`src/rtl/weight_fetch_pkg.sv`:
```
// -----------------------------------------------------------------------------
// weight_fetch_pkg
//   Shared definitions for the weight fetch path: the controller state
//   encoding and the default geometry that weight_rom, the systolic array top
//   and weight_fetch_ctrl must agree on.
// -----------------------------------------------------------------------------
package weight_fetch_pkg;

    // Width of kernel_num / kernel_element / addr_r / rom_select.
    localparam int WF_CNT_DW      = 16;
    // Width of the absolute fold offset into weight_rom.
    localparam int WF_ABS_ADDR_DW = 16;
    // Array columns = ROMs read in parallel per fold.
    localparam int WF_COLS        = 8;

    typedef enum logic [1:0] {
        IDLE      = 2'd0,
        WAIT_INIT = 2'd1,
        LOAD      = 2'd2,
        HOLD      = 2'd3
    } wf_state_e;

endpackage

```
`src/rtl/wf_elem_cnt.sv`:
```
// -----------------------------------------------------------------------------
// wf_elem_cnt
//   Stall-qualified element counter. Counts issued elements 0..last and wraps
//   back to 0 on the element that hits the terminal count, so the next fold
//   starts from 0 without an extra clear cycle.
//
//   clk, rst_n : clock, async active-low reset
//   clr        : synchronous clear (held while the owner is idle)
//   en         : an element issues this cycle (already stall-qualified)
//   last       : terminal count value (elements - 1)
//   cnt        : index of the element presented this cycle
//   tc         : en && cnt == last -- the final element of the run issues now
// -----------------------------------------------------------------------------
module wf_elem_cnt
    import weight_fetch_pkg::*;
#(
    parameter int DW = WF_CNT_DW
) (
    input  logic          clk,
    input  logic          rst_n,
    input  logic          clr,
    input  logic          en,
    input  logic [DW-1:0] last,
    output logic [DW-1:0] cnt,
    output logic          tc
);

    logic at_last;

    assign at_last = (cnt == last);
    assign tc      = en && at_last;

    always_ff @(posedge clk or negedge rst_n) begin
        if (!rst_n) begin
            cnt <= '0;
        end else if (clr) begin
            cnt <= '0;
        end else if (en) begin
            if (at_last) cnt <= '0;
            else         cnt <= cnt + 1'b1;
        end
    end

endmodule

```
`src/rtl/weight_fetch_ctrl.sv`:
```
// -----------------------------------------------------------------------------
// weight_fetch_ctrl
//   Sequencer in front of weight_rom. For every column fold it streams
//   kernel_element rows (addr_r 0..ke-1) with rom_select = first kernel of the
//   fold and base_addr = fold offset, then waits in HOLD for the array to
//   acknowledge the fold before moving on. Finishes once rom_select covers
//   kernel_num.
//
//   Inputs : clk, rst_n (async low), start, kernel_num, kernel_element,
//            mem_sig (ROM init done), stall, fold_ack
//   Outputs: addr_r, base_addr, rom_select, data_out_valid (ROM read enable,
//            combinational), w_valid_d1 / w_row_d1 (aligned with ROM data),
//            fold_loaded (pulse), busy, done (pulse)
// -----------------------------------------------------------------------------
module weight_fetch_ctrl
    import weight_fetch_pkg::*;
#(
    parameter int COLS        = WF_COLS,
    parameter int ABS_ADDR_DW = WF_ABS_ADDR_DW,
    parameter int CNT_DW      = WF_CNT_DW
) (
    input  logic                   clk,
    input  logic                   rst_n,
    input  logic                   start,
    input  logic [CNT_DW-1:0]      kernel_num,
    input  logic [CNT_DW-1:0]      kernel_element,
    input  logic                   mem_sig,
    input  logic                   stall,
    input  logic                   fold_ack,
    output logic [CNT_DW-1:0]      addr_r,
    output logic [ABS_ADDR_DW-1:0] base_addr,
    output logic [CNT_DW-1:0]      rom_select,
    output logic                   data_out_valid,
    output logic                   w_valid_d1,
    output logic [CNT_DW-1:0]      w_row_d1,
    output logic                   fold_loaded,
    output logic                   busy,
    output logic                   done
);

    // One extra bit so rom_select + COLS cannot wrap past kernel_num.
    localparam logic [CNT_DW:0] COLS_W = (CNT_DW+1)'(COLS);

    wf_state_e         state;
    logic [CNT_DW-1:0] kn_q;
    logic [CNT_DW-1:0] ke_q;
    logic [CNT_DW-1:0] ke_last_q;
    logic [CNT_DW-1:0] cnt;
    logic              row_last;
    logic [CNT_DW:0]   next_rs;
    logic              last_fold;
    logic              empty_job;

    assign data_out_valid = (state == LOAD) && !stall;
    assign addr_r         = cnt;

    assign next_rs   = {1'b0, rom_select} + COLS_W;
    assign last_fold = (next_rs >= {1'b0, kn_q});
    assign empty_job = (kernel_num == '0) || (kernel_element == '0);

    wf_elem_cnt #(
        .DW (CNT_DW)
    ) u_elem_cnt (
        .clk   (clk),
        .rst_n (rst_n),
        .clr   (state == IDLE),
        .en    (data_out_valid),
        .last  (ke_last_q),
        .cnt   (cnt),
        .tc    (row_last)
    );

    always_ff @(posedge clk or negedge rst_n) begin
        if (!rst_n) begin
            state       <= IDLE;
            kn_q        <= '0;
            ke_q        <= '0;
            ke_last_q   <= '0;
            rom_select  <= '0;
            base_addr   <= '0;
            fold_loaded <= 1'b0;
            busy        <= 1'b0;
            done        <= 1'b0;
        end else begin
            fold_loaded <= 1'b0;
            done        <= 1'b0;
            case (state)
                IDLE: begin
                    if (start) begin
                        if (empty_job) begin
                            // Nothing to fetch: report completion straight away.
                            done <= 1'b1;
                        end else begin
                            kn_q       <= kernel_num;
                            ke_q       <= kernel_element;
                            ke_last_q  <= kernel_element - 1'b1;
                            rom_select <= '0;
                            base_addr  <= '0;
                            busy       <= 1'b1;
                            state      <= WAIT_INIT;
                        end
                    end
                end
                WAIT_INIT: begin
                    if (mem_sig) state <= LOAD;
                end
                LOAD: begin
                    // fold_ack is deliberately not looked at here; the array
                    // may only acknowledge a fold that is fully loaded.
                    if (row_last) begin
                        fold_loaded <= 1'b1;
                        state       <= HOLD;
                    end
                end
                HOLD: begin
                    if (fold_ack) begin
                        if (last_fold) begin
                            busy  <= 1'b0;
                            done  <= 1'b1;
                            state <= IDLE;
                        end else begin
                            // ROM is already initialised, go straight back to LOAD.
                            rom_select <= next_rs[CNT_DW-1:0];
                            base_addr  <= base_addr + ABS_ADDR_DW'(ke_q);
                            state      <= LOAD;
                        end
                    end
                end
                default: begin
                    busy  <= 1'b0;
                    state <= IDLE;
                end
            endcase
        end
    end

    // Copies matching the one-cycle registered read of weight_rom.
    always_ff @(posedge clk or negedge rst_n) begin
        if (!rst_n) begin
            w_valid_d1 <= 1'b0;
            w_row_d1   <= '0;
        end else begin
            w_valid_d1 <= data_out_valid;
            w_row_d1   <= addr_r;
        end
    end

endmodule

```
`config.mk`:
```
export PLATFORM = sky130hd
export DESIGN_NAME = weight_fetch_ctrl
export DESIGN_NICKNAME = d
export VERILOG_FILES = /design/src/rtl/weight_fetch_pkg.sv /design/src/rtl/wf_elem_cnt.sv /design/src/rtl/weight_fetch_ctrl.sv
export SDC_FILE = /design/constraint.sdc
export NUM_CORES = 1
export LEC_CHECK = 0
export CORE_UTILIZATION = 45
export DETAILED_ROUTE_END_ITERATION = 10
export GPL_ROUTABILITY_DRIVEN = 0
export PLACE_DENSITY_LB_ADDON = 0.1
export SLEW_MARGIN = 40
export SYNTH_ARGS = -nofsm -noshare
export SYNTH_HDL_FRONTEND = slang
export SYNTH_SLANG_ARGS = --single-unit
```
`constraint.sdc`:
```
create_clock -name clk -period 6.4 [get_ports clk]
set_input_delay 1.92 -clock clk [delete_from_list [all_inputs] [get_ports clk]]
set_output_delay 1.92 -clock clk [all_outputs]
set_load 0.005 [all_outputs]
```
==> key figures, run 1 <==
Status
  – Status: completed

Synth
  – Synth Instances: ~640
  – Cell taking the most area after synthesis: dfrtp_1
  – Seq/Total Area, Yosys: between 40% and 50%
  – Yosys top cell area share: roughly 44%
  – Yosys warning total: 0
  – Commonest cells in the netlist: dfrtp_1, nand2_1, o21ai_0
  – Netlist cell types: 67
  – Cell Area, Synth: approximately 0.0065 mm²
  – Synth Flop Type: dfrtp_1
  – Top-count cell post-synth: dfrtp_1
  – Synth area leaders: dfrtp_1, ha_1, mux2_2, xor2_1, a22o_1
  – Synthesized flop and latch total: around 120
  – Ys async rst share: 100%
  – Post-synth EDFFs: 0
  – Mean Syn Cell Area: about 10 µm²

Power and ir drop
  – Gate power share: 40.4%
  – Max rail drop VDD: 0.000278 V
  – Net Sw Power: around 1.3 mW
  – Switching share of total power: between 30% and 40%
  – Share of power burned in registers: around 33%
  – Internal: around 2.1 mW
  – PwrDens: approximately 410 mW/mm²
  – Clock Power Share: between 20% and 30%
  – Leakage power: around 3.7 nW
  – Final Power: about 3.4 mW

Final layout
  – Layout area overhead: 26.1%
  – Layout cells sized above 1: about a tenth
  – Cell area after layout: 0.00825 mm²
  – Nets@finish: 811
  – Diode count: 0
  – Filler cells: around 1,200

Worst setup path
  – Crit end category: output port
  – CP Class: in2out
  – FF-to-FF setup slack: between 2 and 3 ns
  – Crit-path cells: clkdlybuf4s50_1, nor2b_1, clkdlybuf4s50_1
  – Top fanout value on the critical path: 6
  – Most common cell on crit path: clkdlybuf4s50_1
  – CP max stage cell: clkdlybuf4s50_1
  – Required @ worst endpoint: about 4.5 ns
  – Max incr delay on CP: approximately 0.6 ns
  – Nature of the critical path startpoint: primary input
  – Worst path arrival time: between 3 and 4 ns

Clock tree
  – Cts bufs inserted: 17
  – CTS root buffer: clkbuf_16
  – CTS Buffer Depth: 2
  – Worst-path clk slew: about 0.06 ns
  – Clock sink total: 115
  – CTS resizes: 0
  – Hold Buf Count CTS: 0
  – CTS HTree Levels: 4
  – CTS tree: yes
  – Clk_lat worst skew: roughly 0.42 ns
  – Post-CTS Setup Bufs: 0

Flow run
  – Max_cap viols: 0

Floorplan
  – Die height: around 120 µm
  – Core Area: 0.0140 mm²
  – Row cnt: 43
  – Io pins: 107
  – Initial Utilization: between 40% and 50%
  – Die area: between 0.015 and 0.02 mm²
  – DIE WIDTH: 123 µm

STA
  – Setup TNS: 0 ns
  – Tmin final: 5.31 ns
  – Hold Worst Slack: ~0.48 ns
  – Max Clock Skew: around 0.0093 ns
  – Final period util: 83.0%
  – FMAX: between 0.15 and 0.2 GHz
  – Setup violators final: 0
  – Count of pins over their slew limit: 0
  – Worst-Margin Slew: 0.723 ns
  – RSZ-0062 raised after global routing: false
  – Final hold vios: 0
  – Slew HR: between 50% and 60%

Global routing
  – Largest net degree at the start of global routing: 77
  – Gr usage total: between 20% and 30%
  – Number of global-route vias before repair: approximately 5,000
  – Number of antenna violations at the first check in global routing: 0
  – First-pass GRT wire length: 25,700 µm
  – Global route total overflow: 0

Route
  – Routed len/inst: between 15 and 20 µm
  – WL final: approximately 16,000 µm
  – Top layer in use: met4
  – Drt initial violations: 356
  – Met3 wire len: roughly 1100 µm
  – First-pass DRT Iterations: 5
  – Via count: 5,288
  – DRC viols: 0
  – Wl on met1: around 7300 µm
  – DR WL met2: 7310 µm
  – Vias per inst: approximately 5.7
  – Post-DRT Antenna Nets: 0

Place
  – Post-DP HPWL: between 10,000 and 15,000 µm
  – Port-buffer cells: 103
  – DP Area: 0.00769 mm²

Worst hold path
  – Hold crit path type: reg2reg
==> registers in the layout, summed over array words and instances (netlist names) <==
signal and cells:
base_addr 16, w_row_d1 16, ke_q 16, rom_select 13
state 2, w_valid_d1 1, u_elem_cnt.cnt 16, done 1
kn_q 16, busy 1, fold_loaded 1, ke_last_q 16
==> critical path, delay by kind of cell <==
| kind | cells | cell delay (ns) |
|---|---|---|
| buffers and inverters | 2 | 1.04 |
| AND/OR/NAND/NOR | 1 | 0.43 |
==> final cells by class <==
type / count / area, µm² / share of cell area, %
Sequential cell: 115 / 2880 / 34.9
Multi-Input combinational cell: 469 / 3420 / 41.5
Tap cell: 180 / 225 / 2.73
Inverter: 25 / 93.8 / 1.14
Clock inverter: 5 / 50.0 / 0.607
Timing Repair Buffer: 108 / 1070 / 13.0
Clock buffer: 24 / 512 / 6.20
==> metal layers <==
metal,up-vias,global-route usage [%]
met2,201,34.2
met1,2529,30.3
met5,-,0
li1,2530,-
met4,0,9.45
met3,28,5.99
==> metrics by stage <==
step / utilization (%) / setup slack (ns) / std cells
2_1_floorplan: - / 2.28 / 639
3_5_place_dp: 54.7 / 1.15 / 897
5_1_grt: 58.8 / 1.07 / 926
4_1_cts: 58.7 / 1.13 / 926
6_report: 58.8 / 1.09 / 926
3_3_place_gp: 54.7 / 1.18 / 897
==> cell usage in the layout (no fill, tap or decap), types with 4 or more instances in the layout <==
cell / synthesis / routed
clkbuf_8: 0 / 6
nand2b_1: 4 / 4
xor2_1: 29 / 29
dfrtp_1: 115 / 115
nor4_1: 10 / 10
a22o_1: 27 / 27
nor3b_1: 5 / 5
clkdlybuf4s50_1: 0 / 102
nand3_1: 33 / 32
nor2_1: 33 / 32
a21oi_1: 18 / 18
nor3_1: 8 / 8
o31ai_1: 6 / 6
inv_1: 25 / 25
nand2_1: 54 / 54
o21ai_0: 44 / 44
nand4_1: 12 / 12
xnor2_1: 23 / 23
clkinv_2: 0 / 4
mux2_1: 4 / 4
buf_4: 5 / 5
and3_1: 7 / 7
clkbuf_16: 0 / 17
mux2_2: 26 / 26
a211oi_1: 5 / 5
o41ai_1: 4 / 4
a21o_1: 9 / 9
ha_1: 36 / 36
o21ai_1: 4 / 4
o211ai_1: 10 / 10
or3_1: 4 / 4
==> cells by family (layout without fill, tap and decap cells) <==
group	count (synthesis)	in the layout	share of synthesized area (%)
other	1	3	0.0573
AND/OR/NAND/NOR	192	192	15.4
flip-flops	115	115	44.0
buffers and inverters	55	162	4.04
multiplexers	30	30	5.16
XOR/XNOR	52	52	6.96
AO/OA/AOI/OAI	155	155	17.2
adder cells (fa/ha/maj)	37	37	7.19
==> power groups by stage <==
stage	Sequential (mW)	Combinational [mW]	Clock, mW
floorplan	1.08	1.02	0
global placement	1.13	1.33	0
detailed placement	1.13	1.37	0
CTS	1.12	1.38	0.924
global route	1.15	1.53	0.959
finish	1.12	1.38	0.911
==> final timing paths <==
path / from / cells past startpoint / end
setup / recovery: stall / 3 / data_out_valid
hold / removal: u_elem_cnt.cnt[15] / 0 / w_row_d1[15]
setup reg to reg: rom_select[5] / 12 / busy
hold reg to reg: u_elem_cnt.cnt[15] / 0 / w_row_d1[15]
max in group asynchronous: rst_n / 2 / rom_select[9]
min in group asynchronous: rst_n / 1 / kn_q[2]
(Power assumes the default switching activity.)
==> run 2, diff against run 1 <==
==> constraint.sdc (replaced) <==
create_clock -name clk -period 5.25 [get_ports clk]
set_input_delay 1.575 -clock clk [delete_from_list [all_inputs] [get_ports clk]]
set_output_delay 1.575 -clock clk [all_outputs]
set_load 0.005 [all_outputs]
==> run 2 against run 1 <==
Effect of this change: worst hold slack improved by 0.020 ns; die area stayed put; clock skew fell by 0.0012 ns; non-clock buffer count rose by 3; sequential cell count stayed put; utilization increased by 0.26 points; power up 24%; via count is 3.3% higher; first-iteration DRC count fell by 5.9%; wire length up 4.4%; critical endpoint unchanged; highest routed layer unchanged.
==> key figures, run 2 (synthesis results as in run 1) <==
STA
  – Setup violators final: 0
  – Max Clock Skew: 0.00812 ns
  – Final period util: between 80% and 90%
  – FMAX: 0.228 GHz
  – Setup TNS: 0 ns
  – Worst-Margin Slew: 0.744 ns
  – Tmin final: about 4.4 ns
  – RSZ-0062 raised after global routing: false
  – Count of pins over their slew limit: 0
  – Slew HR: 50.2%
  – Final hold vios: 0

Route
  – DRC viols: 0
  – Post-DRT Antenna Nets: 0
  – Routed len/inst: approximately 18 µm
  – First-pass DRT Iterations: 4
  – WL final: roughly 17,000 µm
  – Vias per inst: roughly 5.9
  – Drt initial violations: approximately 340
  – Via count: roughly 5,500

Worst setup path
  – Crit end category: output port
  – Worst reg2reg path startpoint: rom_select[5]
  – FF-to-FF setup slack: around 1.5 ns
  – CP Class: in2out
  – Nature of the critical path startpoint: primary input
  – Worst Setup EP: data_out_valid
  – Top fanout value on the critical path: 6
  – Worst r2r dst: base_addr[15]
  – Worst path arrival time: about 2.8 ns
  – Required @ worst endpoint: 3.68 ns
  – R2R cell count: 12
  – CP startpoint: stall

Final layout
  – Nets@finish: approximately 800
  – Diode count: 0
  – Commonest non-fill, non-tap cell in the layout: dfrtp_1
  – Layout area overhead: 26.7%
  – Most frequent cells in the layout: dfrtp_1, clkdlybuf4s50_1, nand2_1
  – Post-layout util: between 50% and 60%
  – Filler cells: about 1,200
  – Layout cells sized above 1: a little over a tenth

Floorplan
  – Initial Utilization: about 47%
  – Die area: between 0.015 and 0.02 mm²
  – Io pins: ~110
  – Row cnt: 43
  – Core Area: around 0.014 mm²
  – Die height: about 120 µm
  – DIE WIDTH: approximately 120 µm

Clock tree
  – Clk_lat worst skew: 0.42 ns
  – Clock sink total: 115
  – CTS HTree Levels: 4
  – CTS root buffer: clkbuf_16
  – CTS Buffer Depth: 2
  – Cts bufs inserted: 17
  – CTS resizes: 0
  – Hold Buf Count CTS: 0
  – Post-CTS Setup Bufs: 0
  – Worst-path clk slew: around 0.05 ns
  – CTS tree: yes

Global routing
  – Number of antenna violations at the first check in global routing: 0
  – First-pass GRT wire length: 27,100 µm
  – Largest net degree at the start of global routing: 69
  – Global route total overflow: 0
  – Number of global-route vias before repair: roughly 5,300
  – Gr usage total: between 20% and 30%

Power and ir drop
  – Leakage power: roughly 3.7 nW
  – PwrDens: 509 mW/mm²
  – Max rail drop VDD: about 0.0003 V

Flow run
  – Max_cap viols: 0

Status
  – Status: completed

Worst hold path
  – Hold crit path type: reg2reg

Place
  – Port-buffer cells: ~100
  – Post-DP HPWL: between 10,000 and 15,000 µm
==> run 2: cell count changes in the layout (fill, tap and decap cells not counted) <==
cell	previous run	this run
clkbuf_8	6	4
clkinv_2	4	3
buf_4	5	7
nand3_4	1	0
buf_12	0	1
bufinv_16	1	2
clkbuf_1	1	4
nand3_2	1	2
==> run 2: worst min path at each step <==
stage,cells after the start,start,to
floorplan,0,u_elem_cnt.cnt[15],w_row_d1[15]
global placement,0,u_elem_cnt.cnt[15],w_row_d1[15]
detailed placement,0,u_elem_cnt.cnt[15],w_row_d1[15]
CTS,0,u_elem_cnt.cnt[15],w_row_d1[15]
global route,0,u_elem_cnt.cnt[15],w_row_d1[15]
finish,0,u_elem_cnt.cnt[15],w_row_d1[15]
==> run 2: metal layers <==
layer | GRT usage (%) | vias up | routed length (µm)
met1 | 32.2 | 2720 | 7590
met3 | 5.53 | 22 | 900
met4 | 8.92 | 0 | 329
met2 | 37.0 | 186 | 7910
li1 | - | 2535 | -
met5 | 0 | - | 0
==> run 2: area by class of cell <==
type	count	area [µm²]	share of cell area (%)
tap	180	225	2.72
inverter	25	93.8	1.13
clock inverter	5	75.1	0.906
timing repair buffer	111	1100	13.3
clock buffer	25	495	5.98
multi-input combinational	469	3410	41.2
sequential	115	2880	34.7
==> run 2: power by group <==
group          switching [mW]  internal (mW)
Sequential              0.234           1.15
Combinational           0.930          0.781
Clock                   0.389          0.740
Total                    1.55           2.67
==> run 2: through the flow <==
stage | hold slack [ns] | instance area, µm² | instances | power, mW | worst slack (ns)
floorplan | 0.444 | 6550 | 639 | 2.56 | 1.70
global placement | 0.460 | 7710 | 900 | 3.01 | 0.778
detailed placement | 0.484 | 7710 | 900 | 3.07 | 0.693
CTS | 0.498 | 8280 | 930 | 4.23 | 0.864
global route | 0.522 | 8290 | 930 | 4.50 | 0.810
finish | 0.497 | 8290 | 930 | 4.22 | 0.865
==> run 2: critical path, cell delays in order <==
cell	delay (ns)
clkdlybuf4s50_1	0.44
nor2b_1	0.13
buf_4	0.16
clkdlybuf4s50_1	0.50
